[config.mk]
export PLATFORM = sky130hd
export DESIGN_NAME = stall_ctrl
export DESIGN_NICKNAME = d
export VERILOG_FILES = /design/src/rtl/stall_ctrl_pkg.sv /design/src/rtl/stall_ctrl_mdcnt.sv /design/src/rtl/stall_ctrl.sv
export SDC_FILE = /design/constraint.sdc
export NUM_CORES = 1
export LEC_CHECK = 0
export ABC_CLOCK_PERIOD_IN_PS = 2500
export CAP_MARGIN = 0
export CORE_MARGIN = 8
export CORE_UTILIZATION = 44
export DETAILED_ROUTE_END_ITERATION = 16
export GPL_TIMING_DRIVEN = 0
export MAX_ROUTING_LAYER = met4
export PLACE_DENSITY = 0.82
export SKIP_CTS_REPAIR_TIMING = 1
export SLEW_MARGIN = 0
export SYNTH_ARGS = -nofsm -noshare
export SYNTH_HDL_FRONTEND = slang
export SYNTH_HIERARCHICAL = 1
export SYNTH_SLANG_ARGS = --single-unit
[constraint.sdc]
create_clock -name clk -period 2.5 [get_ports clk]
set_input_delay 0.5 -clock clk [delete_from_list [all_inputs] [get_ports clk]]
set_output_delay 0.5 -clock clk [all_outputs]
set_load 0.01 [all_outputs]
[src/rtl/stall_ctrl_pkg.sv]
// Shared constants for the pipeline stall controller: operand/result timing
// encodings, register-file indexing and default multiply/divide latencies.
package stall_ctrl_pkg;

  localparam int REG_W    = 5;
  localparam int TUSE_W   = 2;
  localparam int TNEW_W   = 2;
  localparam int MD_CNT_W = 4;
  localparam int STALL_W  = 32;

  localparam logic [TUSE_W-1:0]  TUSE_NONE = 2'd3;
  localparam logic [REG_W-1:0]   REG_ZERO  = 5'd0;

  localparam int unsigned MULT_CYCLES_DEF = 5;
  localparam int unsigned DIV_CYCLES_DEF  = 10;

  localparam logic [STALL_W-1:0] STALL_CNT_MAX = 32'hFFFF_FFFF;

endpackage

[src/rtl/stall_ctrl_mdcnt.sv]
// Multiply/divide busy scheduler: loads the operation latency on a start
// and counts down to zero; busy while the count is non-zero.
module stall_ctrl_mdcnt
  import stall_ctrl_pkg::*;
#(
  parameter int unsigned MULT_CYCLES = MULT_CYCLES_DEF,
  parameter int unsigned DIV_CYCLES  = DIV_CYCLES_DEF
) (
  input  logic clk,
  input  logic rst_i,
  input  logic start_i,
  input  logic is_div_i,
  output logic busy_o
);

  localparam logic [MD_CNT_W-1:0] MULT_LD = MD_CNT_W'(MULT_CYCLES);
  localparam logic [MD_CNT_W-1:0] DIV_LD  = MD_CNT_W'(DIV_CYCLES);

  logic [MD_CNT_W-1:0] cnt_q;
  logic [MD_CNT_W-1:0] cnt_d;

  // A start arriving while already counting is dropped; decode never issues one.
  always_comb begin
    cnt_d = cnt_q;
    if (start_i && (cnt_q == 4'd0)) begin
      cnt_d = is_div_i ? DIV_LD : MULT_LD;
    end else if (cnt_q != 4'd0) begin
      cnt_d = cnt_q - 4'd1;
    end else begin
      cnt_d = cnt_q;
    end
  end

  always_ff @(posedge clk) begin
    if (rst_i) begin
      cnt_q <= 4'd0;
    end else begin
      cnt_q <= cnt_d;
    end
  end

  assign busy_o = (cnt_q != 4'd0);

endmodule

[src/rtl/stall_ctrl.sv]
// Decode-stage hazard controller: Tuse/Tnew register dependency checks plus
// MDU busy interlock, driving PC/D hold, E bubble and a stall-cycle counter.
module stall_ctrl
  import stall_ctrl_pkg::*;
#(
  parameter int unsigned MULT_CYCLES = MULT_CYCLES_DEF,
  parameter int unsigned DIV_CYCLES  = DIV_CYCLES_DEF
) (
  input  logic               clk,
  input  logic               RESET,
  input  logic [REG_W-1:0]   D_rs_addr,
  input  logic [REG_W-1:0]   D_rt_addr,
  input  logic [TUSE_W-1:0]  D_rs_tuse,
  input  logic [TUSE_W-1:0]  D_rt_tuse,
  input  logic               D_is_md,
  input  logic [REG_W-1:0]   E_wa,
  input  logic [TNEW_W-1:0]  E_tnew,
  input  logic [REG_W-1:0]   M_wa,
  input  logic [TNEW_W-1:0]  M_tnew,
  input  logic               E_md_start,
  input  logic               E_md_is_div,
  output logic               STALL_EN_N,
  output logic               E_FLUSH,
  output logic               md_busy,
  output logic [STALL_W-1:0] stall_cycles
);

  logic rs_hz_s;
  logic rt_hz_s;
  logic md_hz_s;
  logic stall_s;

  logic [STALL_W-1:0] stall_cnt_q;
  logic [STALL_W-1:0] stall_cnt_d;

  stall_ctrl_mdcnt #(
    .MULT_CYCLES (MULT_CYCLES),
    .DIV_CYCLES  (DIV_CYCLES)
  ) u_mdcnt (
    .clk      (clk),
    .rst_i    (RESET),
    .start_i  (E_md_start),
    .is_div_i (E_md_is_div),
    .busy_o   (md_busy)
  );

  // A producer stalls the consumer only if its result arrives later than needed.
  always_comb begin
    rs_hz_s = (D_rs_addr != REG_ZERO) && (D_rs_tuse != TUSE_NONE) &&
              (((D_rs_addr == E_wa) && (E_tnew > D_rs_tuse)) ||
               ((D_rs_addr == M_wa) && (M_tnew > D_rs_tuse)));
    rt_hz_s = (D_rt_addr != REG_ZERO) && (D_rt_tuse != TUSE_NONE) &&
              (((D_rt_addr == E_wa) && (E_tnew > D_rt_tuse)) ||
               ((D_rt_addr == M_wa) && (M_tnew > D_rt_tuse)));
    md_hz_s = D_is_md && (E_md_start || md_busy);
    if (RESET) begin
      stall_s = 1'b0;
    end else begin
      stall_s = rs_hz_s || rt_hz_s || md_hz_s;
    end
  end

  assign STALL_EN_N = ~stall_s;
  assign E_FLUSH    = stall_s;

  always_comb begin
    stall_cnt_d = stall_cnt_q;
    if (stall_s && (stall_cnt_q != STALL_CNT_MAX)) begin
      stall_cnt_d = stall_cnt_q + 32'd1;
    end else begin
      stall_cnt_d = stall_cnt_q;
    end
  end

  always_ff @(posedge clk) begin
    if (RESET) begin
      stall_cnt_q <= 32'd0;
    end else begin
      stall_cnt_q <= stall_cnt_d;
    end
  end

  assign stall_cycles = stall_cnt_q;

endmodule
==> impl_results.md, run 1 <==
* Number of warnings issued by yosys at 6
* Clock sink count at 36
* Largest net degree at the start of global routing at 11
* Final layout net count at 427
* Average via count per standard cell at 5.45
* Hold/Removal Path Class: reg -> reg
* Share of synthesized area occupied by flip-flops and latches at 28.0%
* Starting Density at 44.5%
* DRC violations left at 0
* Final instance area at 3840 µm²
* Antenna Cells at 0
* Shortest period the worst path allows at 2.80 ns
* Routability congestion estimate at 0.846
* TritonCTS clock tree: yes
* Global-route wire length before repair at 11100 µm
* FMAX at 358 MHz
* Number of global-route vias before repair at 2445
* Post-place instance area at 3380 µm²
* Number of maximum-capacitance violations at 0
* Synth Net Count at 343
* Worst Setup Start Kind: input port
* Mapped Avg Cell Area at 8.61 µm²
* Pwr Density at 435 nW/µm²
* Congestion Overflow GR at 0
* Predominant post-synthesis flop cell: sky130_fd_sc_hd__dfxtp_1
* Placed wire-length estimate at 5210 µm
* Aggregate routed wire length at 7460 µm
* Root buffer selected by CTS: sky130_fd_sc_hd__clkbuf_8
* Critical path peak fanout at 4
* Clock-pin slew of the registers on the worst-case setup and hold paths at 0.07 ns
* Sum of negative setup slack at -0.590 ns
* Failing checks: negative setup slack
* Count of flip-flops with a built-in enable after synthesis at 0
* Number of max-slew violations in the final report at 0
* Final Hold Violating Endpoints at 0
* Average wire length per cell after detail routing at 16.3 µm
* Violation count after the first detailed-routing iteration at 112
* CP Capture Type: primary output
* Mapped Area at 2570 µm²
* Area growth syn-to-layout at 49.2%
* Full die area at 8550 µm²
* Layout cells sized above 1 at 23.2%
* Req. time, crit path at 2.00 ns
* Ys async rst share at 0%
* Result of the run: finished, violations left
* Floorplan die width at 92.5 µm
* Commonest non-fill, non-tap cells in the layout: sky130_fd_sc_hd__clkdlybuf4s50_1, sky130_fd_sc_hd__dfxtp_1, sky130_fd_sc_hd__nor2_1
* Worst setup slack after layout at -0.297 ns
* H-tree Lvls at 2
* WS Path Type: in -> out
* Mapped Cells at 299
* Most common cell after layout, fill and taps aside: sky130_fd_sc_hd__clkdlybuf4s50_1
* CTS buffer count at 5
* Number of unique standard cell types used by synthesis at 45
* I/O pin count at 68
* Leakage power at 1.56 nW
* Remaining number of nets flagged by the antenna check after routing at 0
* Worst clock skew on the final layout at 0.00183 ns
* Total via count after detailed routing at 2497
* Max-slew headroom at the worst pin at 65.2%
* Clk Latency, worst-skew pair at 0.29 ns
* Arr. time, crit path at 2.30 ns
* Portion of the clock cycle consumed by the worst path in the final layout at 112%
* Initial antenna violation count at 0
* Final count of negative-setup-slack endpoints at 2
* Number of optimization iterations in the first detailed-route pass at 4
* Peak supply drop at 0.387 mV
* Total global routing track utilization at 16.0%
* DIE HEIGHT at 92.5 µm
* Total of buffers placed on input and output ports at 67
* Placement Rows at 28
* Synthesis-stage register bit count at 36
* Number of buffers on the longest clock path at 2
* Setup repair after global routing missed its margin: yes
* Core box area at 5780 µm²
* Transition at the pin with the smallest max-transition slack at 0.522 ns
[kinds of logic (layout without fill, tap and decap cells)]
logic type	after synthesis	in the layout	share of synthesized area, %
AOI/OAI and AO/OA	26	26	7.63
xor gates and xnor gates	21	21	7.15
adders and majority gates	11	11	5.35
buffers and inverters	25	109	4.91
DFF	36	36	28.0
muxes	28	28	12.2
and+or+nand+nor	152	152	34.8
[registers in the layout, summed over array words and instances (netlist names)]
| signal | count |
|---|---|
| u_mdcnt/cnt_q | 4 |
| stall_cycles | 32 |
[synthesized netlist by cell type, types with 2 or more instances]
| library cell | instances | share of area [%] |
|---|---|---|
| sky130_fd_sc_hd__a211oi_2 | 2 | 0.97 |
| sky130_fd_sc_hd__a21oi_1 | 7 | 1.4 |
| sky130_fd_sc_hd__and3_1 | 5 | 1.2 |
| sky130_fd_sc_hd__and4_1 | 4 | 1.4 |
| sky130_fd_sc_hd__buf_2 | 2 | 0.39 |
| sky130_fd_sc_hd__buf_4 | 2 | 0.58 |
| sky130_fd_sc_hd__buf_6 | 3 | 1.3 |
| sky130_fd_sc_hd__clkbuf_1 | 7 | 1.0 |
| sky130_fd_sc_hd__dfxtp_1 | 36 | 28 |
| sky130_fd_sc_hd__ha_1 | 11 | 5.3 |
| sky130_fd_sc_hd__inv_1 | 11 | 1.6 |
| sky130_fd_sc_hd__mux2_1 | 27 | 12 |
| sky130_fd_sc_hd__nand2_1 | 18 | 2.6 |
| sky130_fd_sc_hd__nand2b_1 | 2 | 0.49 |
| sky130_fd_sc_hd__nand3_1 | 12 | 2.3 |
| sky130_fd_sc_hd__nand4_1 | 8 | 1.9 |
| sky130_fd_sc_hd__nor2_1 | 35 | 5.1 |
| sky130_fd_sc_hd__nor2b_1 | 28 | 6.8 |
| sky130_fd_sc_hd__nor3_1 | 11 | 2.1 |
| sky130_fd_sc_hd__nor4_1 | 2 | 0.49 |
| sky130_fd_sc_hd__nor4_2 | 11 | 5.3 |
| sky130_fd_sc_hd__nor4b_1 | 4 | 1.4 |
| sky130_fd_sc_hd__o21ai_0 | 3 | 0.58 |
| sky130_fd_sc_hd__o221ai_1 | 2 | 0.68 |
| sky130_fd_sc_hd__o31ai_1 | 3 | 0.87 |
| sky130_fd_sc_hd__or4_1 | 5 | 1.5 |
| sky130_fd_sc_hd__xnor2_1 | 15 | 5.1 |
| sky130_fd_sc_hd__xor2_1 | 6 | 2.0 |
[worst max-delay path: stages]
cell                        delay (ns)
sky130_fd_sc_hd__clkbuf_2         0.14
sky130_fd_sc_hd__ha_4             0.30
sky130_fd_sc_hd__nor2b_4          0.14
sky130_fd_sc_hd__o21ai_2          0.07
sky130_fd_sc_hd__a2111oi_4        0.22
sky130_fd_sc_hd__o221ai_2         0.15
sky130_fd_sc_hd__and3_4           0.17
sky130_fd_sc_hd__buf_6            0.12
sky130_fd_sc_hd__buf_8            0.11
sky130_fd_sc_hd__or2_4            0.23
sky130_fd_sc_hd__inv_2            0.05
sky130_fd_sc_hd__buf_6            0.09
[power by group]
| group | switching (W) | leakage [nW] | internal (W) | total [W] |
|---|---|---|---|---|
| Sequential | 0.0000401 | 0.292 | 0.000611 | 0.000651 |
| Clock | 0.000205 | 0.0410 | 0.000189 | 0.000395 |
| Combinational | 0.000309 | 1.22 | 0.000316 | 0.000625 |
[routing by layer]
layer | track usage [%] | wire length (µm) | vias up
li1 | - | - | 1237
met1 | 18.3 | 3350 | 1185
met2 | 26.9 | 3670 | 65
met3 | 3.48 | 306 | 10
met4 | 5.64 | 134 | 0
met5 | - | 0 | -
[area by class of cell]
class	count	area, µm²
clock buffer	6	72.6
inverter	11	53.8
tap	75	93.8
multi-input combinational	238	2000
timing repair buffer	78	800
sequential	36	722
clock inverter	1	5.00
buffer	13	90.1
fill	478	1940
[stage by stage]
stage | total power, W | instances | hold slack (ns) | utilization (%) | setup slack, ns
2_1_floorplan | 0.00100 | 299 | 0.498 | - | -0.202
3_3_place_gp | 0.00118 | 441 | 0.476 | 58.4 | -1.56
3_5_place_dp | 0.00119 | 441 | 0.488 | 58.4 | -1.55
4_1_cts | 0.00158 | 448 | 0.499 | 59.8 | -1.58
5_1_grt | 0.00175 | 458 | 0.535 | 66.5 | -0.370
6_report | 0.00167 | 458 | 0.502 | 66.5 | -0.297
[final timing paths]
check / cells past startpoint / to / from / slack [ns]
worst max-delay path: 12 / E_FLUSH / E_tnew[1] / -0.30
worst min-delay path: 2 / stall_cycles[30]$_SDFFE_PP0P_ / stall_cycles[30]$_SDFFE_PP0P_ / 0.50
worst max register to register: 8 / stall_cycles[10]$_SDFFE_PP0P_ / stall_cycles[8]$_SDFFE_PP0P_ / 0.17
worst min register to register: 2 / stall_cycles[30]$_SDFFE_PP0P_ / stall_cycles[30]$_SDFFE_PP0P_ / 0.50
Power figures use the tool's default switching activity.
==> inputs of run 2 (changes only) <==
SLEW_MARGIN = 20   (was 0)
==> results of run 2 <==
Final layout, timing and power as in run 1 (identical DEF).
==> inputs of run 3 (changes only) <==
CAP_MARGIN = default   (was 0)
RECOVER_POWER = 50   (was default)
==> impl_results.md, run 3 (synthesized netlist as in run 1, its figures left out) <==
* Average via count per standard cell at 5.43 (-0.40%)
* Max-slew headroom at the worst pin at 65.1% (-0.078 points)
* Final count of negative-setup-slack endpoints at 2 (unchanged)
* Cell Count Post-Placement at 441 (unchanged)
* Clock sink count at 36 (unchanged)
* Clk Latency, worst-skew pair at 0.29 ns (about the same)
* Starting Density at 44.5% (unchanged)
* Congestion Overflow GR at 0 (unchanged)
* Root buffer selected by CTS: sky130_fd_sc_hd__clkbuf_8
* Total global routing track utilization at 16.0% (unchanged)
* Global-route wire length before repair at 11100 µm (unchanged)
* Commonest non-fill, non-tap cells in the layout: sky130_fd_sc_hd__dfxtp_1, sky130_fd_sc_hd__nor2_1, sky130_fd_sc_hd__dlygate4sd3_1
* Worst clock skew on the final layout at 0.00194 ns (+0.000115 ns)
* Worst setup slack after layout at -0.297 ns (+0.00000200 ns)
* Layout cells sized above 1 at 22.7% (-0.52 points)
* CP Capture Type: primary output
* Arr. time, crit path at 2.30 ns (about the same)
* Area growth syn-to-layout at 49.0%
* Violation count after the first detailed-routing iteration at 101 (-9.8%)
* Remaining number of nets flagged by the antenna check after routing at 0 (unchanged)
* TritonCTS clock tree: yes
* DRC violations left at 0 (unchanged)
* Req. time, crit path at 2.00 ns (about the same)
* Shortest period the worst path allows at 2.80 ns (-0.00000200 ns)
* Non-filler instance count after layout at 458 (unchanged)
* Worst Setup Start Kind: input port
* Number of buffers on the longest clock path at 2 (unchanged)
* Failing checks: negative setup slack
* Largest net degree at the start of global routing at 11 (unchanged)
* FMAX at 358 MHz (about the same)
* Full die area at 8550 µm² (unchanged)
* Leakage power at 1.66 nW (+6.4%)
* Placed wire-length estimate at 5210 µm (unchanged)
* Clock-pin slew of the registers on the worst-case setup and hold paths at 0.07 ns (about the same)
* Antenna Cells at 0 (unchanged)
* Routability congestion estimate at 0.846 (unchanged)
* Most common cell after layout, fill and taps aside: sky130_fd_sc_hd__dfxtp_1
* Pwr Density at 433 nW/µm² (-0.51%)
* Setup repair after global routing missed its margin: yes
* Number of maximum-capacitance violations at 0 (unchanged)
* Number of global-route vias before repair at 2445 (unchanged)
* WS Path Type: in -> out
* Portion of the clock cycle consumed by the worst path in the final layout at 112% (about the same)
* H-tree Lvls at 2 (unchanged)
* Number of optimization iterations in the first detailed-route pass at 4 (unchanged)
* Final Hold Violating Endpoints at 0 (unchanged)
* Initial antenna violation count at 0 (unchanged)
* Average wire length per cell after detail routing at 16.2 µm (-0.55%)
* Total of buffers placed on input and output ports at 67 (unchanged)
* Result of the run: finished, violations left
* Placement Rows at 28 (unchanged)
* Floorplan die width at 92.5 µm (unchanged)
* Peak supply drop at 0.387 mV (about the same)
* Transition at the pin with the smallest max-transition slack at 0.523 ns (+0.00117 ns)
* I/O pin count at 68 (unchanged)
* CTS buffer count at 5 (unchanged)
* Reg-to-reg setup timing slack at 0.17 ns (about the same)
* Critical path peak fanout at 4 (unchanged)
* Core box area at 5780 µm² (unchanged)
* Flip-flop count of the largest register after layout at 32 (unchanged)
* Final layout net count at 427 (unchanged)
* Hold/Removal Path Class: reg -> reg
* Worst hold-check slack at 0.492 ns (-0.00925 ns)
* Total via count after detailed routing at 2487 (-0.40%)
* DIE HEIGHT at 92.5 µm (unchanged)
* Fillcell total at 478 (unchanged)
* Aggregate routed wire length at 7420 µm (-0.55%)
* Number of max-slew violations in the final report at 0 (unchanged)
## run 3: cell count changes in the layout (fill, tap and decap cells not counted), sizes merged
cell / delta
dlygate4sd3: +29
clkdlybuf4s50: -29
## run 3: final timing paths
check	startpoint	endpoint	depth (start not counted)
max	E_tnew[1]	E_FLUSH	12
min	stall_cycles[30]$_SDFFE_PP0P_	stall_cycles[30]$_SDFFE_PP0P_	2
max reg2reg	u_mdcnt/cnt_q[1]$_SDFFE_PP0P_	stall_cycles[10]$_SDFFE_PP0P_	10
min reg2reg	stall_cycles[30]$_SDFFE_PP0P_	stall_cycles[30]$_SDFFE_PP0P_	2
## run 3: through the flow
stage	worst slack (ns)	power [W]	utilization (%)	area [µm²]	setup TNS (ns)
floorplan	-0.202	0.00100	-	2610	-0.664
global placement	-1.56	0.00118	58.4	3380	-31.01
detailed placement	-1.55	0.00119	58.4	3380	-30.98
CTS	-1.58	0.00158	59.8	3450	-21.98
global route	-0.370	0.00174	66.3	3830	-1.08
finish	-0.297	0.00166	66.3	3830	-0.590
## run 3: routing by layer
layer / track usage, % / vias to the layer above / wire length [µm]
li1: - / 1237 / -
met1: 18.3 / 1164 / 3280
met2: 26.9 / 76 / 3640
met3: 3.48 / 10 / 357
met4: 5.64 / 0 / 134
met5: - / - / 0
## run 3: area by class of cell
type | count | area [µm²] | area share, %
plain buffers | 13 | 90.1 | 2.35
clock buffers | 6 | 72.6 | 1.89
clock inverters | 1 | 5.00 | 0.131
inverters | 11 | 53.8 | 1.40
multi-input cells | 238 | 2000 | 52.1
flip-flops and latches | 36 | 722 | 18.8
well taps | 75 | 93.8 | 2.45
repair buffers | 78 | 800 | 20.8
## run 3: report_power, final
group | leakage (nW) | switching, W | internal [W] | total (W)
sequential | 0.292 | 0.0000399 | 0.000611 | 0.000651
combinational | 1.32 | 0.000306 | 0.000308 | 0.000614
clock | 0.0410 | 0.000205 | 0.000189 | 0.000395
## run 3: critical path, cell delays in order
cell and delay, ns:
sky130_fd_sc_hd__clkbuf_2 0.14, sky130_fd_sc_hd__ha_4 0.30, sky130_fd_sc_hd__nor2b_4 0.14, sky130_fd_sc_hd__o21ai_2 0.07, sky130_fd_sc_hd__a2111oi_4 0.22, sky130_fd_sc_hd__o221ai_2 0.15, sky130_fd_sc_hd__and3_4 0.17, sky130_fd_sc_hd__buf_6 0.12
sky130_fd_sc_hd__buf_8 0.11, sky130_fd_sc_hd__or2_4 0.23, sky130_fd_sc_hd__inv_2 0.05, sky130_fd_sc_hd__buf_6 0.09
